$ cat config.mk
export PLATFORM = sky130hd
export DESIGN_NAME = alu_flat
export DESIGN_NICKNAME = d
export VERILOG_FILES = /design/src/rtl/alu_if.sv /design/src/rtl/alu.sv /design/src/flat_wrapper.sv
export SDC_FILE = /design/constraint.sdc
export NUM_CORES = 2
export LEC_CHECK = 0
export BUFFER_PORTS_ARGS = -buffer_cell sky130_fd_sc_hd__buf_2
export CORE_MARGIN = 1.5
export CORE_UTILIZATION = 41
export CTS_CLUSTER_SIZE = 8
export DETAILED_ROUTE_END_ITERATION = 6
export SLEW_MARGIN = 20
export SYNTH_ARGS = -nofsm -noshare
export SYNTH_HDL_FRONTEND = slang
export SYNTH_SLANG_ARGS = --single-unit
$ cat constraint.sdc
create_clock -name clk -period 8.4 [get_ports clk]
set_input_delay 1.68 -clock clk [delete_from_list [all_inputs] [get_ports clk]]
set_output_delay 1.68 -clock clk [all_outputs]
set_load 0.1 [all_outputs]
$ cat src/rtl/alu_if.sv
// Dispatch and ROB/CDB interface bundles for the ALU reservation station.
interface alu_reserv_inf #(
  parameter int WIDTH = 32,
  parameter int TAG_W = 4
);
  logic             valid;
  logic [3:0]       op;
  logic [WIDTH-1:0] val1;
  logic [WIDTH-1:0] val2;
  logic             rdy1;
  logic             rdy2;
  logic [TAG_W-1:0] q1;
  logic [TAG_W-1:0] q2;
  logic [TAG_W-1:0] dest;
  logic             full;

  modport alu  (input valid, op, val1, val2, rdy1, rdy2, q1, q2, dest, output full);
  modport disp (output valid, op, val1, val2, rdy1, rdy2, q1, q2, dest, input full);
endinterface

interface rob_inf #(
  parameter int WIDTH = 32,
  parameter int TAG_W = 4
);
  logic             cdb_valid;
  logic [TAG_W-1:0] cdb_tag;
  logic [WIDTH-1:0] cdb_value;
  logic             flush;
  logic             wb_valid;
  logic [TAG_W-1:0] wb_tag;

  modport alu (input cdb_valid, cdb_tag, cdb_value, flush, output wb_valid, wb_tag);
  modport rob (output cdb_valid, cdb_tag, cdb_value, flush, input wb_valid, wb_tag);
endinterface

$ cat src/rtl/alu.sv
// Integer execution unit with an embedded reservation station: allocates
// dispatched micro-ops, wakes operands from the CDB and issues one per cycle.
module alu #(
  parameter int WIDTH   = 32,
  parameter int ENTRIES = 8,
  parameter int TAG_W   = 4
) (
  input  logic             clk,
  input  logic             rst,
  alu_reserv_inf.alu       new_entry,
  rob_inf.alu              rob_info,
  output logic [WIDTH-1:0] result
);
  localparam int IDX_W = $clog2(ENTRIES);

  localparam logic [3:0] ALU_ADD  = 4'd0;
  localparam logic [3:0] ALU_SUB  = 4'd1;
  localparam logic [3:0] ALU_AND  = 4'd2;
  localparam logic [3:0] ALU_OR   = 4'd3;
  localparam logic [3:0] ALU_XOR  = 4'd4;
  localparam logic [3:0] ALU_SLL  = 4'd5;
  localparam logic [3:0] ALU_SRL  = 4'd6;
  localparam logic [3:0] ALU_SRA  = 4'd7;
  localparam logic [3:0] ALU_SLT  = 4'd8;
  localparam logic [3:0] ALU_SLTU = 4'd9;

  typedef struct packed {
    logic                        valid;
    logic [3:0]                  op;
    logic [TAG_W-1:0]            dest;
    logic [1:2][WIDTH-1:0]       val;
    logic [1:2]                  rdy;
    logic [1:2][TAG_W-1:0]       q;
  } entry_t;

  entry_t entries [0:ENTRIES-1];

  logic [ENTRIES-1:0] valid_vec;
  logic               sel_found;
  logic [IDX_W-1:0]   sel_idx;
  logic [IDX_W-1:0]   free_idx;
  logic               alloc;
  logic [WIDTH-1:0]   a, b, alu_out;
  logic [4:0]         shamt;
  logic               byp1, byp2;

  // Lowest index wins for both issue select and allocation.
  always_comb begin
    valid_vec = '0;
    sel_found = 1'b0;
    sel_idx   = '0;
    free_idx  = '0;
    for (int i = ENTRIES - 1; i >= 0; i--) begin
      valid_vec[i] = entries[i].valid;
      if (entries[i].valid && (&entries[i].rdy)) begin
        sel_found = 1'b1;
        sel_idx   = IDX_W'(i);
      end
      if (!entries[i].valid) free_idx = IDX_W'(i);
    end
  end

  assign new_entry.full = &valid_vec;
  assign alloc = new_entry.valid && !new_entry.full;
  assign byp1  = rob_info.cdb_valid && !new_entry.rdy1 && (new_entry.q1 == rob_info.cdb_tag);
  assign byp2  = rob_info.cdb_valid && !new_entry.rdy2 && (new_entry.q2 == rob_info.cdb_tag);

  assign a     = entries[sel_idx].val[1];
  assign b     = entries[sel_idx].val[2];
  assign shamt = b[4:0];

  always_comb begin
    alu_out = '0;
    case (entries[sel_idx].op)
      ALU_ADD:  alu_out = a + b;
      ALU_SUB:  alu_out = a - b;
      ALU_AND:  alu_out = a & b;
      ALU_OR:   alu_out = a | b;
      ALU_XOR:  alu_out = a ^ b;
      ALU_SLL:  alu_out = a << shamt;
      ALU_SRL:  alu_out = a >> shamt;
      ALU_SRA:  alu_out = $signed(a) >>> shamt;
      ALU_SLT:  alu_out = {{(WIDTH-1){1'b0}}, ($signed(a) < $signed(b))};
      ALU_SLTU: alu_out = {{(WIDTH-1){1'b0}}, (a < b)};
      default:  alu_out = '0;
    endcase
  end

  always_ff @(posedge clk) begin
    if (rst) begin
      for (int i = 0; i < ENTRIES; i++) entries[i].valid <= 1'b0;
      result            <= '0;
      rob_info.wb_valid <= 1'b0;
      rob_info.wb_tag   <= '0;
    end else if (rob_info.flush) begin
      for (int i = 0; i < ENTRIES; i++) entries[i].valid <= 1'b0;
      rob_info.wb_valid <= 1'b0;
    end else begin
      if (rob_info.cdb_valid) begin
        for (int i = 0; i < ENTRIES; i++) begin
          for (int k = 1; k <= 2; k++) begin
            if (entries[i].valid && !entries[i].rdy[k] && (entries[i].q[k] == rob_info.cdb_tag)) begin
              entries[i].val[k] <= rob_info.cdb_value;
              entries[i].rdy[k] <= 1'b1;
            end
          end
        end
      end
      if (sel_found) begin
        entries[sel_idx].valid <= 1'b0;
        result                 <= alu_out;
        rob_info.wb_tag        <= entries[sel_idx].dest;
      end
      rob_info.wb_valid <= sel_found;
      // The free slot is never the issuing slot, so both updates coexist.
      if (alloc) begin
        entries[free_idx].valid  <= 1'b1;
        entries[free_idx].op     <= new_entry.op;
        entries[free_idx].dest   <= new_entry.dest;
        entries[free_idx].val[1] <= byp1 ? rob_info.cdb_value : new_entry.val1;
        entries[free_idx].val[2] <= byp2 ? rob_info.cdb_value : new_entry.val2;
        entries[free_idx].rdy[1] <= new_entry.rdy1 | byp1;
        entries[free_idx].rdy[2] <= new_entry.rdy2 | byp2;
        entries[free_idx].q[1]   <= new_entry.q1;
        entries[free_idx].q[2]   <= new_entry.q2;
      end
    end
  end
endmodule

$ cat src/flat_wrapper.sv
// flat-port wrapper written by rule: the top's interface ports become plain ports
module alu_flat 
#(
  parameter int WIDTH   = 32,
  parameter int ENTRIES = 8,
  parameter int TAG_W   = 4
)
  (clk, rst, result, new_entry_valid, new_entry_op, new_entry_val1, new_entry_val2, new_entry_rdy1, new_entry_rdy2, new_entry_q1, new_entry_q2, new_entry_dest, new_entry_full, rob_info_cdb_valid, rob_info_cdb_tag, rob_info_cdb_value, rob_info_flush, rob_info_wb_valid, rob_info_wb_tag);
  alu_reserv_inf #(.WIDTH(WIDTH), .TAG_W(TAG_W)) new_entry_i ();
  rob_inf #(.WIDTH(WIDTH), .TAG_W(TAG_W)) rob_info_i ();
  input  logic clk;
  input  logic rst;
  output logic [WIDTH-1:0] result;
  input wire logic [$bits(new_entry_i.valid)-1:0] new_entry_valid;
  input wire logic [$bits(new_entry_i.op)-1:0] new_entry_op;
  input wire logic [$bits(new_entry_i.val1)-1:0] new_entry_val1;
  input wire logic [$bits(new_entry_i.val2)-1:0] new_entry_val2;
  input wire logic [$bits(new_entry_i.rdy1)-1:0] new_entry_rdy1;
  input wire logic [$bits(new_entry_i.rdy2)-1:0] new_entry_rdy2;
  input wire logic [$bits(new_entry_i.q1)-1:0] new_entry_q1;
  input wire logic [$bits(new_entry_i.q2)-1:0] new_entry_q2;
  input wire logic [$bits(new_entry_i.dest)-1:0] new_entry_dest;
  output wire logic [$bits(new_entry_i.full)-1:0] new_entry_full;
  input wire logic [$bits(rob_info_i.cdb_valid)-1:0] rob_info_cdb_valid;
  input wire logic [$bits(rob_info_i.cdb_tag)-1:0] rob_info_cdb_tag;
  input wire logic [$bits(rob_info_i.cdb_value)-1:0] rob_info_cdb_value;
  input wire logic [$bits(rob_info_i.flush)-1:0] rob_info_flush;
  output wire logic [$bits(rob_info_i.wb_valid)-1:0] rob_info_wb_valid;
  output wire logic [$bits(rob_info_i.wb_tag)-1:0] rob_info_wb_tag;
  assign new_entry_i.valid = new_entry_valid;
  assign new_entry_i.op = new_entry_op;
  assign new_entry_i.val1 = new_entry_val1;
  assign new_entry_i.val2 = new_entry_val2;
  assign new_entry_i.rdy1 = new_entry_rdy1;
  assign new_entry_i.rdy2 = new_entry_rdy2;
  assign new_entry_i.q1 = new_entry_q1;
  assign new_entry_i.q2 = new_entry_q2;
  assign new_entry_i.dest = new_entry_dest;
  assign new_entry_full = new_entry_i.full;
  assign rob_info_i.cdb_valid = rob_info_cdb_valid;
  assign rob_info_i.cdb_tag = rob_info_cdb_tag;
  assign rob_info_i.cdb_value = rob_info_cdb_value;
  assign rob_info_i.flush = rob_info_flush;
  assign rob_info_wb_valid = rob_info_i.wb_valid;
  assign rob_info_wb_tag = rob_info_i.wb_tag;
  alu #(.WIDTH(WIDTH), .ENTRIES(ENTRIES), .TAG_W(TAG_W)) u_core (.clk(clk), .rst(rst), .new_entry(new_entry_i), .rob_info(rob_info_i), .result(result));
endmodule
==> impl_table.tex <==
\begin{tabular}{lr}
\hline
Metric & Value \\
\hline
\multicolumn{2}{l}{\textbf{Synth}} \\
\quad Largest cells by area after synthesis & edfxtp\_1 45\%, mux2\_2 14\%, mux2i\_1 5.5\% \\
\quad Fraction of the yosys area taken by sequential cells & 48.1\% \\
\quad Post-synthesis cell type with the largest combined area & edfxtp\_1 \\
\quad Top cells by count, synth & 640 x edfxtp\_1, 543 x mux2\_2, 270 x nand2\_1 \\
\quad Syn\_area\_per\_cell & 11.4 um2 \\
\quad Cell area after technology mapping & 42,500 um2 \\
\quad Most frequent cell after synthesis & edfxtp\_1 \\
\quad Main flop type after synthesis & edfxtp\_1 \\
\quad Net count after synthesis & 3,947 \\
\quad Post-Syn Instances & 3,721 \\
\quad Area fraction of the dominant cell type after synthesis & 45.3\% \\
\quad Count of unique library cells instantiated by Yosys & 100 \\
\quad Number of warning messages in the yosys log & 0 \\
\quad Synthesized flop and latch total & 701 \\
\quad Post-synth EDFFs & 640 \\
\quad Share of flip-flops with an asynchronous set or reset after synthesis & 0\% \\
\multicolumn{2}{l}{\textbf{GRT}} \\
\quad Via count of the first global-routing pass & 32,004 \\
\quad Initial antenna violation count & 28 \\
\quad Wire length of the first global-routing pass & 228,000 um \\
\quad Gr usage total & 29.3\% \\
\quad GRT Residual Overflow & 0 \\
\quad Maximum number of pins on one net before global-route repair & 79 \\
\multicolumn{2}{l}{\textbf{Floorplanning}} \\
\quad Number of primary I/O pins & 161 \\
\quad Area of the core & 102,000 um2 \\
\quad Height of the die & 325 um \\
\quad Area enclosed by the die boundary & 105,000 um2 \\
\quad Starting density of the core & 41.6\% \\
\quad Chip Width & 325 um \\
\quad Row cnt & 117 \\
\multicolumn{2}{l}{\textbf{Clocking}} \\
\quad Total of cells resized after clock tree synthesis & 0 \\
\quad H-tree depth & 3 \\
\quad Clock tree root buffer cell & clkbuf\_16 \\
\quad Clock insertion delay at the later pin of the skew report & 690 ps \\
\quad TritonCTS clock tree & done \\
\quad Clock sinks & 701 \\
\quad Post-CTS setup buffer count & 0 \\
\quad Reg clk slew, reported paths & 50 ps \\
\quad Largest buffer count on any clock path & 3 \\
\quad Inserted Clock Buffers & 100 \\
\quad Hold\_buf cts & 0 \\
\multicolumn{2}{l}{\textbf{Worst setup path}} \\
\quad Register-to-register setup slack & 930 ps \\
\quad Beginning of the worst register-to-register path & u\_core.entries[2][9]\$\_DFF\_P\_ \\
\quad Worst Path Arrival & 8070 ps \\
\quad Number of cell instances on the worst register-to-register path & 22 \\
\quad Critical-path maximum fanout & 52 \\
\quad Capture point of the worst reg-to-reg path & u\_core.result[29]\$\_SDFFE\_PP0P\_ \\
\quad Launching element type of the critical path & flip-flop \\
\quad Startpoint-to-endpoint class of the critical path & reg -> reg \\
\quad CP Data Required Time & 9000 ps \\
\quad Nature of the critical path endpoint & flip-flop \\
\multicolumn{2}{l}{\textbf{Power}} \\
\quad PD cells & 176 nW/um2 \\
\quad Leak & 17.2 nW \\
\quad IR Drop Worst-Case VDD & 0.174 mV \\
\multicolumn{2}{l}{\textbf{STA}} \\
\quad Final setup violation count & 0 \\
\quad Final sum of negative setup slack & 0 ps \\
\quad Maximum clock skew at final layout & 46.1 ps \\
\quad Final Max Tran Viols & 0 \\
\quad Final critical-path share of the clock period & 88.9\% \\
\quad F\_max & 134 MHz \\
\quad Measured slew at the worst slew-check pin & 1190 ps \\
\quad Normalized max-slew margin & 20.4\% \\
\quad Time the final worst path needs with I/O delays and setup & 7470 ps \\
\quad Setup repair after global routing missed its margin & false \\
\quad Final Hold Vio Count & 0 \\
\multicolumn{2}{l}{\textbf{Placed design}} \\
\quad Count of buffers from port buffering & 160 \\
\quad Hpwl dp & 104,000 um \\
\quad Weighted congestion reported at the end of routability-driven placement & 1.06 \\
\quad Number of cells in the design after placement & 5,060 \\
\multicolumn{2}{l}{\textbf{Min path}} \\
\quad Class of the worst hold path & reg -> reg \\
\quad Number of instances on the worst hold path & 2 \\
\quad Source of the worst hold timing path & u\_core.rob\_info.wb\_tag[2]\$\_SDFFE\_PP0P\_ \\
\quad Hold EP & u\_core.rob\_info.wb\_tag[2]\$\_SDFFE\_PP0P\_ \\
\multicolumn{2}{l}{\textbf{Finish}} \\
\quad Post-layout nets & 4,020 \\
\quad Share of final-layout standard cells stronger than drive strength 1 & 27.1\% \\
\quad Synthesis-to-finish area growth & 12.3\% \\
\quad Final std cells w/o fill & 5,226 \\
\multicolumn{2}{l}{\textbf{Drt}} \\
\quad Residual antenna-violating net count after detailed routing & 0 \\
\quad Drt drc & 9 \\
\quad Via count & 32,967 \\
\quad Drt first pass iters & 7 \\
\quad Iteration-0 DRC count of the detailed router & 3,720 \\
\quad Drt wl/cell & 30.5 um \\
\quad Total wire length & 159,000 um \\
\quad Detailed-route vias per instance & 6.31 \\
\multicolumn{2}{l}{\textbf{Run status}} \\
\quad Failing checks & DRC \\
\quad Status & complete, but fails checks \\
\multicolumn{2}{l}{\textbf{Flow run}} \\
\quad Maximum capacitance violations & 0 \\
\hline
\end{tabular}
## report_power, final
part	internal, mW	total, mW	leakage (nW)	switching, mW
Clock	2.29	3.82	1.39	1.53
Combinational	0.267	0.733	9.58	0.466
Sequential	3.83	3.85	6.26	0.0136
Total	6.40	8.40	17.2	2.01
## critical path: stages (launching register included)
cell       delay (ps)
dfxtp_1           360
nand3_1           460
o21ai_2           210
o21ai_4           240
buf_4             560
and3_1            250
a211oi_1           40
or4_1             840
inv_1             220
ha_1              300
a21o_1            230
a2111oi_0         630
a21oi_1           210
a211oi_1          650
o221a_2           390
nor4b_1            80
buf_4             180
o21ai_0           230
a31oi_1           210
o31a_1            330
or3_1             310
a21o_1            180
a311oi_1          190
## cell type report
type                            count  area (um2)
Sequential cell                   701       20400
Fill cell                        9513       54500
Antenna cell                       15        37.5
Clock inverter                      8         133
Inverter                          103         392
Tap cell                         1368        1710
Multi-Input combinational cell   2603       20500
Clock buffer                      143        2750
Timing Repair Buffer              285        1750
## worst max-delay path by stage
stage / from / to
after floorplan: rob_info_cdb_tag[3] / u_core.entries[2][10]$_DFFE_PP_
after global placement: u_core.entries[3][82]$_SDFFE_PP1P_ / u_core.result[30]$_SDFFE_PP0P_
after detailed placement: u_core.entries[3][82]$_SDFFE_PP1P_ / u_core.result[30]$_SDFFE_PP0P_
after CTS: u_core.entries[2][9]$_DFF_P_ / u_core.result[29]$_SDFFE_PP0P_
after global routing: u_core.entries[3][82]$_SDFFE_PP1P_ / u_core.result[29]$_SDFFE_PP0P_
final: u_core.entries[2][9]$_DFF_P_ / u_core.result[29]$_SDFFE_PP0P_
## cells by family (layout without fill, tap and decap cells)
logic type,Yosys count,count (layout),share of synthesized area (%)
flip-flops,701,701,48.1
multiplexers,783,783,20.1
buffers and inverters,417,539,4.19
other,0,15,0
AO/OA/AOI/OAI,755,755,12.8
adder cells (fa/ha/maj),103,103,3.07
XOR/XNOR,90,90,1.86
AND/OR/NAND/NOR,872,872,9.88
## metrics by stage
step                      hold WS [ps]  total power [mW]  instance area, um2  util, %  setup WS, ps
after CTS                          494              8.43               47600     46.6          1090
after global routing               534              8.62               47700     46.6           469
after global placement             470              4.62               44700     43.8          1270
final                              487              8.40               47700     46.7           929
after floorplan                    485              4.36               42500        -          1720
after detailed placement           480              4.63               44700     43.8          1100
## registers in the layout, indices dropped and copies added, names as in the netlist
name	count
u_core.entries	664
u_core.result	32
u_core.rob_info.wb_tag	4
u_core.rob_info.wb_valid	1
## placed cells by master (no fill, tap or decap), types with 12 or more instances in the layout
| cell | n |
|---|---|
| edfxtp_1 | 640 |
| xor2_1 | 50 |
| nor2_2 | 12 |
| clkbuf_16 | 104 |
| and3_1 | 133 |
| ha_1 | 101 |
| mux2_2 | 543 |
| a211oi_1 | 138 |
| a221o_1 | 14 |
| nor3_1 | 47 |
| a21o_1 | 21 |
| clkbuf_1 | 39 |
| diode_2 | 15 |
| a221oi_1 | 23 |
| dfxtp_1 | 61 |
| buf_4 | 124 |
| o22ai_1 | 24 |
| buf_2 | 160 |
| nor2_1 | 209 |
| inv_1 | 98 |
| a31o_2 | 12 |
| nand3_1 | 66 |
| mux2i_1 | 235 |
| a31oi_1 | 22 |
| o21a_1 | 15 |
| a32o_1 | 30 |
| o211ai_1 | 21 |
| a21oi_1 | 159 |
| nand2_1 | 265 |
| nand4_1 | 19 |
| o221ai_1 | 14 |
| a311oi_1 | 15 |
| xnor2_1 | 40 |
| or3_1 | 20 |
| or4_1 | 20 |
| a22oi_1 | 17 |
| o21ai_0 | 100 |
## metal layers
metal,global-route usage (%),wire [um]
met1,39.7,66500
met4,10.8,5920
met3,6.59,14800
met5,0,149
met2,45.8,71800
Note: power is estimated with default switching activity, not from simulation.
